<file path="config.mk">
export PLATFORM = sky130hd
export DESIGN_NAME = rca_share_sched
export DESIGN_NICKNAME = d
export VERILOG_FILES = /design/src/rtl/rca_share_sched.sv
export SDC_FILE = /design/constraint.sdc
export NUM_CORES = 1
export LEC_CHECK = 0
export CAP_MARGIN = 20
export CORE_ASPECT_RATIO = 1.75
export CORE_MARGIN = 3
export CORE_UTILIZATION = 65
export CTS_BUF_LIST = sky130_fd_sc_hd__clkbuf_16
export DETAILED_ROUTE_END_ITERATION = 10
export DONT_BUFFER_PORTS = 1
export PLACE_DENSITY = 0.89
export SLEW_MARGIN = 20
export SYNTH_ARGS = -nofsm -noshare
export SYNTH_HDL_FRONTEND = slang
export SYNTH_SLANG_ARGS = --single-unit
</file>
<file path="constraint.sdc">
create_clock -name clk -period 4.69 [get_ports clk]
set_input_delay 0.938 -clock clk [delete_from_list [all_inputs] [get_ports clk]]
set_output_delay 0.938 -clock clk [all_outputs]
set_load 0.05 [all_outputs]
</file>
<file path="src/rtl/rca_share_sched.sv">
// rca_share_sched: round-robin scheduler of two add requests onto one shared 4-bit ripple-carry slice.
module rca_share_sched #(
  parameter int NSLICE = 4,
  localparam int W = 4 * NSLICE
) (
  input  logic         clk,
  input  logic         rst_n,
  input  logic         req0_valid,
  output logic         req0_ready,
  input  logic [W-1:0] req0_a,
  input  logic [W-1:0] req0_b,
  input  logic         req0_cin,
  input  logic         req1_valid,
  output logic         req1_ready,
  input  logic [W-1:0] req1_a,
  input  logic [W-1:0] req1_b,
  input  logic         req1_cin,
  output logic         rsp_valid,
  input  logic         rsp_ready,
  output logic         rsp_id,
  output logic [W-1:0] rsp_sum,
  output logic         rsp_cout,
  output logic [3:0]   add_a,
  output logic [3:0]   add_b,
  output logic         add_cin,
  input  logic [3:0]   add_s,
  input  logic         add_cout,
  output logic         busy
);
  localparam int IW = NSLICE > 1 ? $clog2(NSLICE) : 1;
  typedef enum logic [1:0] {IDLE, ADD, DONE} state_t;
  state_t state, state_d;
  logic [IW-1:0] idx;
  logic [W-1:0] op_a, op_b, sum;
  logic op_cin, carry, id, last_grant, g0, g1, last;
  // last_grant high means requester 0 wins a tie
  assign g0 = rst_n && state == IDLE && req0_valid && (!req1_valid || last_grant);
  assign g1 = rst_n && state == IDLE && req1_valid && (!req0_valid || !last_grant);
  assign req0_ready = g0;
  assign req1_ready = g1;
  assign last = idx == IW'(NSLICE - 1);
  assign busy = state != IDLE;
  assign rsp_valid = state == DONE;
  assign rsp_sum = sum;
  assign rsp_cout = carry;
  assign rsp_id = id;
  assign add_a = state == ADD ? op_a[4*idx +: 4] : 4'd0;
  assign add_b = state == ADD ? op_b[4*idx +: 4] : 4'd0;
  assign add_cin = state == ADD && (idx == '0 ? op_cin : carry);
  always_comb begin
    state_d = state;
    state_d = state == IDLE ? ((g0 || g1) ? ADD : IDLE) :
              state == ADD  ? (last ? DONE : ADD) :
                              (rsp_ready ? IDLE : DONE);
  end
  always_ff @(posedge clk or negedge rst_n)
    if (!rst_n) begin
      state <= IDLE;
      idx <= '0;
      carry <= 1'b0;
      last_grant <= 1'b1;
      id <= 1'b0;
      sum <= '0;
      op_a <= '0;
      op_b <= '0;
      op_cin <= 1'b0;
    end else begin
      state <= state_d;
      if (g0 || g1) begin
        op_a <= g1 ? req1_a : req0_a;
        op_b <= g1 ? req1_b : req0_b;
        op_cin <= g1 ? req1_cin : req0_cin;
        id <= g1;
        idx <= '0;
      end
      if (state == ADD) begin
        sum[4*idx +: 4] <= add_s;
        carry <= add_cout;
        idx <= idx + 1'b1;
      end
      if (rsp_valid && rsp_ready) last_grant <= id;
    end
endmodule

</file>
# --- Word-level counts from Yosys, hierarchy flattened ---
# Cells that the tools add are included.
op_classes:
  addsub: 2
  eq_ne: 3
  shift: 4
  mux: 14
  n_reduce_logical: 17
op_table:
  columns: ["cell", "count"]
  rows:
  - ["$neg A4 Y34", 1]
  - ["$shift A4 B34 Y16 const A", 1]
  - ["$shiftx A4 B34 Y16", 1]
  - ["$mux W16", 2]
  - ["$shiftx A16 B5 Y4", 2]
  - ["$bwmux W16", 1]
  - ["$mux W2", 6]
  - ["$mux W4", 2]
  - ["$logic_and A1 B1 Y1", 7]
  - ["$eq A2 B2 Y1 const B", 2]
  - ["$logic_not A2 Y1", 2]
  - ["$reduce_bool A2 Y1", 2]
  - ["$logic_not A1 Y1", 3]
  - ["$logic_or A1 B1 Y1", 3]
  - ["$mux W1", 3]
  - ["$add A2 B1 Y2 const B", 1]
  - ["$eq A2 B1 Y1 const B", 1]
word_totals:
  reg_bits: 56
  output_inout_bits: 31

# --- Depth between registers and ports, before layout ---
# Gate-level depths: netlist of the first run.
logic_depth:
  ltp_word: 7
  mapped_depth: 6
  mapped_depth_nobuf: 5

# --- Least setup slack after synthesis of the first run ---
# No wires, ideal clock.
synth_timing:
  kind: "in2out"
  start: "in rst_n"
  end: "out req0_ready"
  arrival_ns: 2.177
  slack_ns: 1.575
  cell_stages: 4
  cell_sequence: "nor3b_2 > buf_4 > nand2_1 > a21oi_1"
synth_via:
  elab_chain_len: 3
synth_lines:
  columns: ["element", "line", "rtl"]
  rows:
  - ["start: declaration", "7", "input logic rst_n,"]
  - ["$logic_and A1 B1 Y1 (3 in series)", "37", "assign g0 = rst_n && state == IDLE && req0_valid && (!req1_valid || last_grant);"]
  - ["end: declaration", "9", "output logic req0_ready,"]
# No other way between the ends.

# --- Final worst setup path of the first run ---
layout_timing:
  start: "reg idx[0]"
  end: "out add_cin"
layout_via:
  elab_chain_len: 3
layout_lines:
  columns: ["element", "line", "rtl"]
  rows:
  - ["start: declaration", "33", "logic [IW-1:0] idx;"]
  - ["start signal: assignment", "79", "idx <= idx + 1'b1;"]
  - ["$logic_not A2 Y1", "49", "assign add_cin = state == ADD && (idx == '0 ? op_cin : carry);"]
  - ["$mux W1", "49", null]
  - ["$logic_and A1 B1 Y1", "49", null]
  - ["end: declaration", "25", "output logic add_cin,"]
# No other way between the ends.

==> results.yml, run 1 <==
critical_path:
  r2r_end: "op_b[7]"
  rrSetupSlack_ns: 2.24
  max_stage_delay_ns: 0.81
  worstSetupStartpointType: "flip-flop"
  crit_chain: "inv_1, ha_1, mux2i_1, nor2_1"
  reg2reg_depth: 5
  crit_type: "reg -> out"
  required_ns: 3.75
  crit_arrival_ns: 2.58
  rr_startpoint: "state[0]"
  slowest_stage: "dfrtp_1"
  path_max_fanout: 15
  end_kind: "output pin"
cts:
  cts.path.max_buffers: 2
  root_buffer: "clkbuf_16"
  clkSlewWorstSetupHoldPaths_ns: 0.07
  holdBufCountCts: 0
  post-cts-setup-buffer-count: 0
  worstSkewPairLatency_ns: 0.29
  cts_tree: "built"
  cts_inserted_buffers: 5
  cts.sinks: 56
  cts-htree-levels: 2
  post_cts_resized: 0
die:
  core-area_um2: 4444
  num_rows: 32
  die-area_um2: 5518
  io_pins: 107
  die_width_um: 57.46
  die_y_um: 96.05
  initial_utilization: 0.6776
yosys:
  synth_flop_cell: "dfrtp_1"
  syn_area_um2: 3012
  syn-num-nets: 385
  avgSynthCellArea_um2: 9.907
  netlist_instances: 304
  synth_sequential_area_ratio: 0.4657
  yosysTopAreaCell: "dfrtp_1"
  ys_types: 37
  synth_seq_cells: 56
  synth_warnings: 0
  synth_top_cell_area_share: 0.4570
  async_flop_share: 1.000
  synth_edf_count: 0
  netlist_top_cells_area: "dfrtp_1 46%, a31oi_1 6.9%, mux4_2 6.0%"
sta:
  max_slew.worst_pin.slew_ns: 1.052
  max_clock_freq_ghz: 0.2843
  fin_crit_sh: 0.7500
  rsz0062_at_grt: "false"
  fin_setup_tns_ns: 0
  fin_ws_ns: 1.172
  slew_viol_final: 0
  whs_ns: 0.3378
  max_slew_margin: 0.3010
  hold_viol_final: 0
  setup_violations: 0
  final.min_clock_period_ns: 3.518
  clock_skew_ns: 0.006103
placement:
  dp_cells: 331
  dpl.hpwl_mm: 5.111
  port_buffers: 0
  place_congestion: 0.8378
  place_ws_ns: 1.476
route:
  ant_nets: 0
  drt_first_pass_iters: 4
  drcViolationCount: 0
  drtIter0Drc: 106
  finalWirelength_mm: 7.315
  vias: 2376
  routedWlPerCell_um: 21.58
  via_per_inst: 7.009
outcome:
  outcome: "finished, final reports clean"
flow_run:
  maxCapViolations: 0
final_layout:
  final_cell_mix: "55 x dfrtp_1, 34 x a21oi_1, 33 x nand3_1, 33 x a31oi_1, 29 x o21ai_1"
  final_core_util: 0.7013
  drive_gt1_frac: 0.1007
  num_antenna_cells: 0
  ff_latch_area_um2: 1403
  fin_nets: 368
  syn2layout_area_growth_pct: 3.490
  multiInputGateArea_um2: 1434
  mostFrequentLayoutCell: "dfrtp_1"
  instances_no_fill: 339
  fillCellCount: 334
grt:
  grt_pass1_vias: 2317
  antenna_found_initial: 0
  grt_max_degree: 68
  grt_overflow: 0
  grt_usage: 0.2686
  grt_first_pass_wirelength_mm: 11.32
power_and_ir_drop:
  max-vdd-ir-drop_mv: 0.5952
  power.leakage_nw: 1.202
  cellPowerDensity_nw_per_um2: 856.1
min_path:
  holdCritPathClass: "in -> async"
==> cell usage after synthesis (all sizes together), types with 2 or more instances <==
cell,n
o21ai,39
dfrtp,55
mux4,8
clkbuf,10
ha,5
inv,4
and2,9
a31oi,33
a22o,12
nor2b,2
a21oi,34
nand3b,2
nand2,18
nand3,33
buf,18
or2,2
nor2,4
nand4bb,2
==> critical path: cells and delay by family, from the launching register on <==
family | cells | cell delay (ns)
buffers and inverters | 1 | 0.29
and+or+nand+nor | 1 | 0.71
DFF | 1 | 0.81
muxes | 1 | 0.14
adders and majority gates | 1 | 0.35
==> registers in the layout (all words and copies together) (netlist names) <==
signal / flops
op_cin: 1
rsp_id: 1
state: 2
op_a: 16
rsp_sum: 16
last_grant: 1
rsp_cout: 1
op_b: 16
idx: 2
==> how the worst max path moves through the flow <==
| stage | from | endpoint | cells after the start |
|---|---|---|---|
| floorplan | rst_n | req0_ready | 4 |
| global placement | rst_n | req1_ready | 2 |
| detailed placement | idx[0] | add_cin | 4 |
| CTS | idx[0] | add_cin | 4 |
| global route | idx[0] | add_cin | 4 |
| finish | idx[0] | add_cin | 4 |
==> report_power, final <==
group / total, mW / internal [mW] / switching [mW]
Clock: 0.409 / 0.249 / 0.160
Combinational: 1.09 / 0.380 / 0.710
Sequential: 1.17 / 0.712 / 0.458
==> stage by stage <==
step	total power, mW	cell area [um2]
5_1_grt	2.808	3117
2_1_floorplan	2.094	3012
6_report	2.668	3117
3_5_place_dp	2.256	2953
4_1_cts	2.676	3117
3_3_place_gp	2.208	2938
==> metal layers <==
metal  routed length, um  part of all wire  global-route usage  up-vias
li1                    -                 -                   -     1108
met1                2668              0.36              0.3098     1121
met2                3855              0.53              0.4613      129
met3                 598             0.082             0.06174       18
met4                 193             0.026              0.1335        0
met5                   0                 0                   0        -
==> layout make-up <==
class / count / share of cell area
clock inverters: 3 / 0.01244
inverters: 4 / 0.004817
repair buffers: 4 / 0.01204
well taps: 51 / 0.02047
multi-input cells: 216 / 0.4601
clock buffers: 5 / 0.04014
flip-flops and latches: 56 / 0.4500
==> kinds of logic after synthesis <==
| group | share of synthesized area |
|---|---|
| fa+ha+maj | 0.02077 |
| mux | 0.06689 |
| flops | 0.4657 |
| buf+inv | 0.06148 |
| simple gates | 0.1471 |
| compound gates | 0.2381 |
Note: power is estimated with default switching activity, not from simulation.
==> run 2, diff against run 1 <==
- CORE_UTILIZATION: 65 -> 63
- PLACE_DENSITY: 0.89 -> 0.87
- clock period: 4.69 -> 3.5 ns (I/O delays scaled with it)
==> run 2 against run 1 <==
  * Utilization down 0.99 points
  * Total power up 32%
  * Clock-buffer cell count stayed put
  * Sequential power increased by 32%
  * Final area up 0.36%
  * Routed wire length up 0.30%
  * Critical path depth fell by 1
  * Combinational power grew 39%
  * Largest power group unchanged
  * Final cell count up 1.8%
  * Sequential share of layout area fell by 0.16 points
==> results.yml, run 2 (same netlist as run 1, synthesis figures left out) <==
sta:
  fin_setup_tns_ns: 0
  setup_violations: 0
  max_clock_freq_ghz: 0.3793
  fin_crit_sh: 0.7532
  max_slew.worst_pin.slew_ns: 1.014
  clock_skew_ns: 0.006729
  fin_ws_ns: 0.8638
  final.min_clock_period_ns: 2.636
  rsz0062_at_grt: "false"
  max_slew_margin: 0.3228
  slew_viol_final: 0
  hold_viol_final: 0
  whs_ns: 0.1004
cts:
  worstSkewPairLatency_ns: 0.29
  cts.sinks: 56
  post_cts_resized: 0
  root_buffer: "clkbuf_16"
  cts-htree-levels: 2
  clkSlewWorstSetupHoldPaths_ns: 0.07
  cts_inserted_buffers: 5
  post-cts-setup-buffer-count: 0
  holdBufCountCts: 0
  cts_tree: "built"
  cts.path.max_buffers: 2
placement:
  dpl.hpwl_mm: 5.383
  place_ws_ns: 1.154
  port_buffers: 0
  dpl_cell_area_um2: 2990
  place_congestion: 0.8759
grt:
  grt_usage: 0.2698
  grt_pass1_vias: 2423
  antenna_found_initial: 0
  grt_first_pass_wirelength_mm: 11.86
  grt_overflow: 0
  grt_max_degree: 59
final_layout:
  num_antenna_cells: 0
  fillCellCount: 357
  drive_gt1_frac: 0.1122
  fin_nets: 374
  multiInputGateArea_um2: 1434
  ff_latch_area_um2: 1403
  mostFrequentLayoutCell: "dfrtp_1"
  final_cell_mix: "55 x dfrtp_1, 34 x a21oi_1, 33 x nand3_1, 33 x a31oi_1, 29 x o21ai_1"
  final_core_util: 0.6914
  postLayoutCellArea_um2: 3128
  syn2layout_area_growth_pct: 3.864
die:
  initial_utilization: 0.6657
  die-area_um2: 5679
  die_width_um: 58.27
  num_rows: 32
  io_pins: 107
  die_y_um: 97.47
  core-area_um2: 4524
power_and_ir_drop:
  power.internal_mw: 1.757
  max-vdd-ir-drop_mv: 0.8589
  netSwitchingPower_mw: 1.767
  p_seq_frac: 0.438
  combPwrFrac: 0.430
  cellPowerDensity_nw_per_um2: 1126
  power.leakage_nw: 1.222
  p_sw_frac: 0.5014
  power.clock.fraction: 0.133
route:
  drt_first_pass_iters: 4
  routedWlPerCell_um: 21.27
  finalWirelength_mm: 7.337
  ant_nets: 0
  drtIter0Drc: 70
  via_per_inst: 6.948
  drcViolationCount: 0
  vias: 2397
critical_path:
  rrSetupSlack_ns: 1.34
  end_kind: "output pin"
  required_ns: 2.80
  path_max_fanout: 8
  crit_type: "reg -> out"
  worstSetupStartpointType: "flip-flop"
  crit_arrival_ns: 1.94
outcome:
  outcome: "finished, final reports clean"
flow_run:
  maxCapViolations: 0
min_path:
  holdCritPathClass: "in -> async"
[run 2: cell count changes in the layout (fill, tap and decap cells not counted)]
| cell | previous run | this run |
|---|---|---|
| buf_8 | 1 | 0 |
| or3b_2 | 1 | 0 |
| buf_4 | 3 | 10 |
| or3b_1 | 0 | 1 |
| bufinv_16 | 1 | 0 |
| inv_1 | 5 | 6 |
[run 2: worst paths after layout]
check / start / end / cells after the start
setup reg to reg: state[0] / op_a[10] / 4
setup / recovery: idx[0] / add_b[1] / 3
min in group clk: rsp_ready / state[1] / 1
max in group asynchronous: rst_n / last_grant / 0
hold reg to reg: op_a[5] / op_a[5] / 2
hold / removal: rst_n / rsp_sum[13] / 0
[run 2: power by group through the flow]
stage               logic, mW  clock network, mW  registers (mW)
detailed placement       1.52                  0            1.55
floorplan                1.36                  0            1.44
global placement         1.48                  0            1.54
finish                   1.51              0.467            1.54
CTS                      1.52              0.474            1.54
global route             1.65              0.497            1.58
[run 2: critical path, stage by stage (launching register included)]
cell     delay [ns]
dfrtp_1        0.53
buf_4          0.26
mux4_2         0.52
and2_1         0.35
[run 2: per-layer routing]
metal  vias to the layer above  track usage  share of wire
li1                       1115            -              -
met1                      1161       0.3147           0.36
met2                       104       0.4539           0.55
met3                        17      0.05053          0.061
met4                         0       0.1393          0.031
met5                         -            0              0
[run 2: final cells by class]
type | count | share of cell area
clock buffer | 5 | 0.04000
clock inverter | 3 | 0.004000
inverter | 4 | 0.004800
multi-input combinational | 216 | 0.4584
sequential | 56 | 0.4484
tap | 51 | 0.02040
timing repair buffer | 10 | 0.02400
[run 2: stage by stage]
step	std cells	power (mW)
floorplan	304	2.806
global placement	337	3.014
detailed placement	337	3.074
CTS	345	3.538
global route	345	3.733
finish	345	3.523
==> run 3, diff against run 2 <==
- clock period: 3.5 -> 2.6 ns (I/O delays scaled with it)
==> run 3 against run 2 <==
  * Combinational power increased by 51%
  * First-iteration DRC count up 77%
  * Total power up 44%
  * Via count increased by 3.2%
  * Global-route usage up 1.0 points
  * Critical endpoint is now add_cin
  * Highest routed layer unchanged
==> results.yml, run 3 (same netlist as run 1, synthesis figures left out) <==
outcome:
  outcome: "finished, final reports clean"
sta:
  final.min_clock_period_ns: 2.295
  setup_violations: 0
  fin_ws_ns: 0.3049
  fin_setup_tns_ns: 0
  rsz0062_at_grt: "false"
  max_clock_freq_ghz: 0.4357
  max_slew.worst_pin.slew_ns: 0.6172
  slew_viol_final: 0
  max_slew_margin: 0.5885
  clock_skew_ns: 0.003465
  fin_crit_sh: 0.8827
  hold_viol_final: 0
critical_path:
  end_kind: "output pin"
  rr_startpoint: "state[0]"
  r2r_end: "idx[0]"
  path_max_fanout: 7
  crit_arrival_ns: 1.78
  reg2reg_depth: 5
  worstSetupStartpointType: "flip-flop"
  required_ns: 2.08
  rrSetupSlack_ns: 0.63
  crit_type: "reg -> out"
placement:
  dpl_cell_area_um2: 3088
  place_ws_ns: 0.6433
  dp_cells: 350
  dpl.hpwl_mm: 5.434
  port_buffers: 0
  place_congestion: 0.9233
die:
  core-area_um2: 4524
  num_rows: 32
  initial_utilization: 0.6657
  io_pins: 107
  die_y_um: 97.47
  die_width_um: 58.27
  die-area_um2: 5679
cts:
  clkSlewWorstSetupHoldPaths_ns: 0.07
  cts-htree-levels: 2
  worstSkewPairLatency_ns: 0.29
  cts.sinks: 56
  cts_inserted_buffers: 5
  cts.path.max_buffers: 2
  post_cts_resized: 0
  cts_tree: "built"
  root_buffer: "clkbuf_16"
power_and_ir_drop:
  combPwrFrac: 0.449
  power.internal_mw: 2.628
  power.clock.fraction: 0.147
  power.leakage_nw: 1.306
  p_seq_frac: 0.404
  netSwitchingPower_mw: 2.452
  max-vdd-ir-drop_mv: 1.049
  cellPowerDensity_nw_per_um2: 1548
  p_sw_frac: 0.4827
grt:
  antenna_found_initial: 0
  grt_usage: 0.2801
  grt_max_degree: 68
  grt_first_pass_wirelength_mm: 12.25
  grt_pass1_vias: 2499
  grt_overflow: 0
route:
  drcViolationCount: 0
  ant_nets: 0
  drtIter0Drc: 124
  drt_first_pass_iters: 5
  routedWlPerCell_um: 20.71
  via_per_inst: 6.891
  vias: 2474
  finalWirelength_mm: 7.434
final_layout:
  mostFrequentLayoutCell: "dfrtp_1"
  instances_no_fill: 359
  fillCellCount: 343
  final_cell_mix: "55 x dfrtp_1, 34 x a21oi_1, 33 x nand3_1, 33 x a31oi_1, 29 x o21ai_1"
  ff_latch_area_um2: 1403
  multiInputGateArea_um2: 1434
  drive_gt1_frac: 0.1558
  fin_nets: 388
  num_antenna_cells: 0
  postLayoutCellArea_um2: 3283
  syn2layout_area_growth_pct: 9.015
min_path:
  holdCritPathClass: "in -> async"
flow_run:
  maxCapViolations: 0
==> run 3: worst max-delay path, cell delays in order, from the launching register on <==
cell and delay [ns]:
dfrtp_1 0.38, buf_4 0.17, inv_1 0.18, ha_1 0.29, mux2i_1 0.21, nor2_1 0.06
buf_4 0.19
==> run 3: what timing repair did <==
item                                   CTS  global route
hold buffers                             1             0
buffers inserted                         0             0
setup endpoints to repair                0             0
endpoints found under the hold margin   55             0
==> run 3: power groups by stage <==
stage               Sequential (mW)  Clock, mW  Combinational (mW)
floorplan                      1.94          0                1.83
global placement               2.03          0                2.21
detailed placement             2.06          0                2.26
CTS                            2.05      0.754                2.29
global route                   2.10      0.787                2.50
finish                         2.05      0.746                2.28
==> run 3: worst max-delay path by stage <==
stage	end	cells past startpoint	slack (ns)	from
after floorplan	add_cin	5	0.25	idx[0]
after global placement	idx[0]	5	0.65	rst_n
after detailed placement	idx[0]	5	0.64	rst_n
after CTS	add_a[1]	4	0.33	idx[0]
after global routing	add_cin	6	0.18	idx[0]
final	add_cin	6	0.30	idx[0]
==> run 3: final cells by class <==
type	instances	share of cell area
Multi-Input combinational cell	216	0.4367
Sequential cell	56	0.4272
Timing Repair Buffer	24	0.06098
Clock buffer	5	0.03811
Tap cell	51	0.01944
Clock inverter	3	0.01296
Inverter	4	0.004573
==> run 3: stage by stage <==
step                hold slack (ns)  total power [mW]  utilization
floorplan                    0.2244             3.778            -
global placement             0.2259             4.241       0.6825
detailed placement           0.2257             4.316       0.6825
CTS                         0.06379             5.090       0.7257
global route                0.05722             5.383       0.7257
finish                      0.06627             5.081       0.7257
==> run 3: per-layer routing <==
| metal | GRT usage | vias up | share of wire |
|---|---|---|---|
| met5 | 0 | - | 0 |
| met4 | 0.1143 | 0 | 0.027 |
| met3 | 0.04255 | 16 | 0.063 |
| met2 | 0.4832 | 124 | 0.55 |
| met1 | 0.3366 | 1183 | 0.36 |
| li1 | - | 1151 | - |
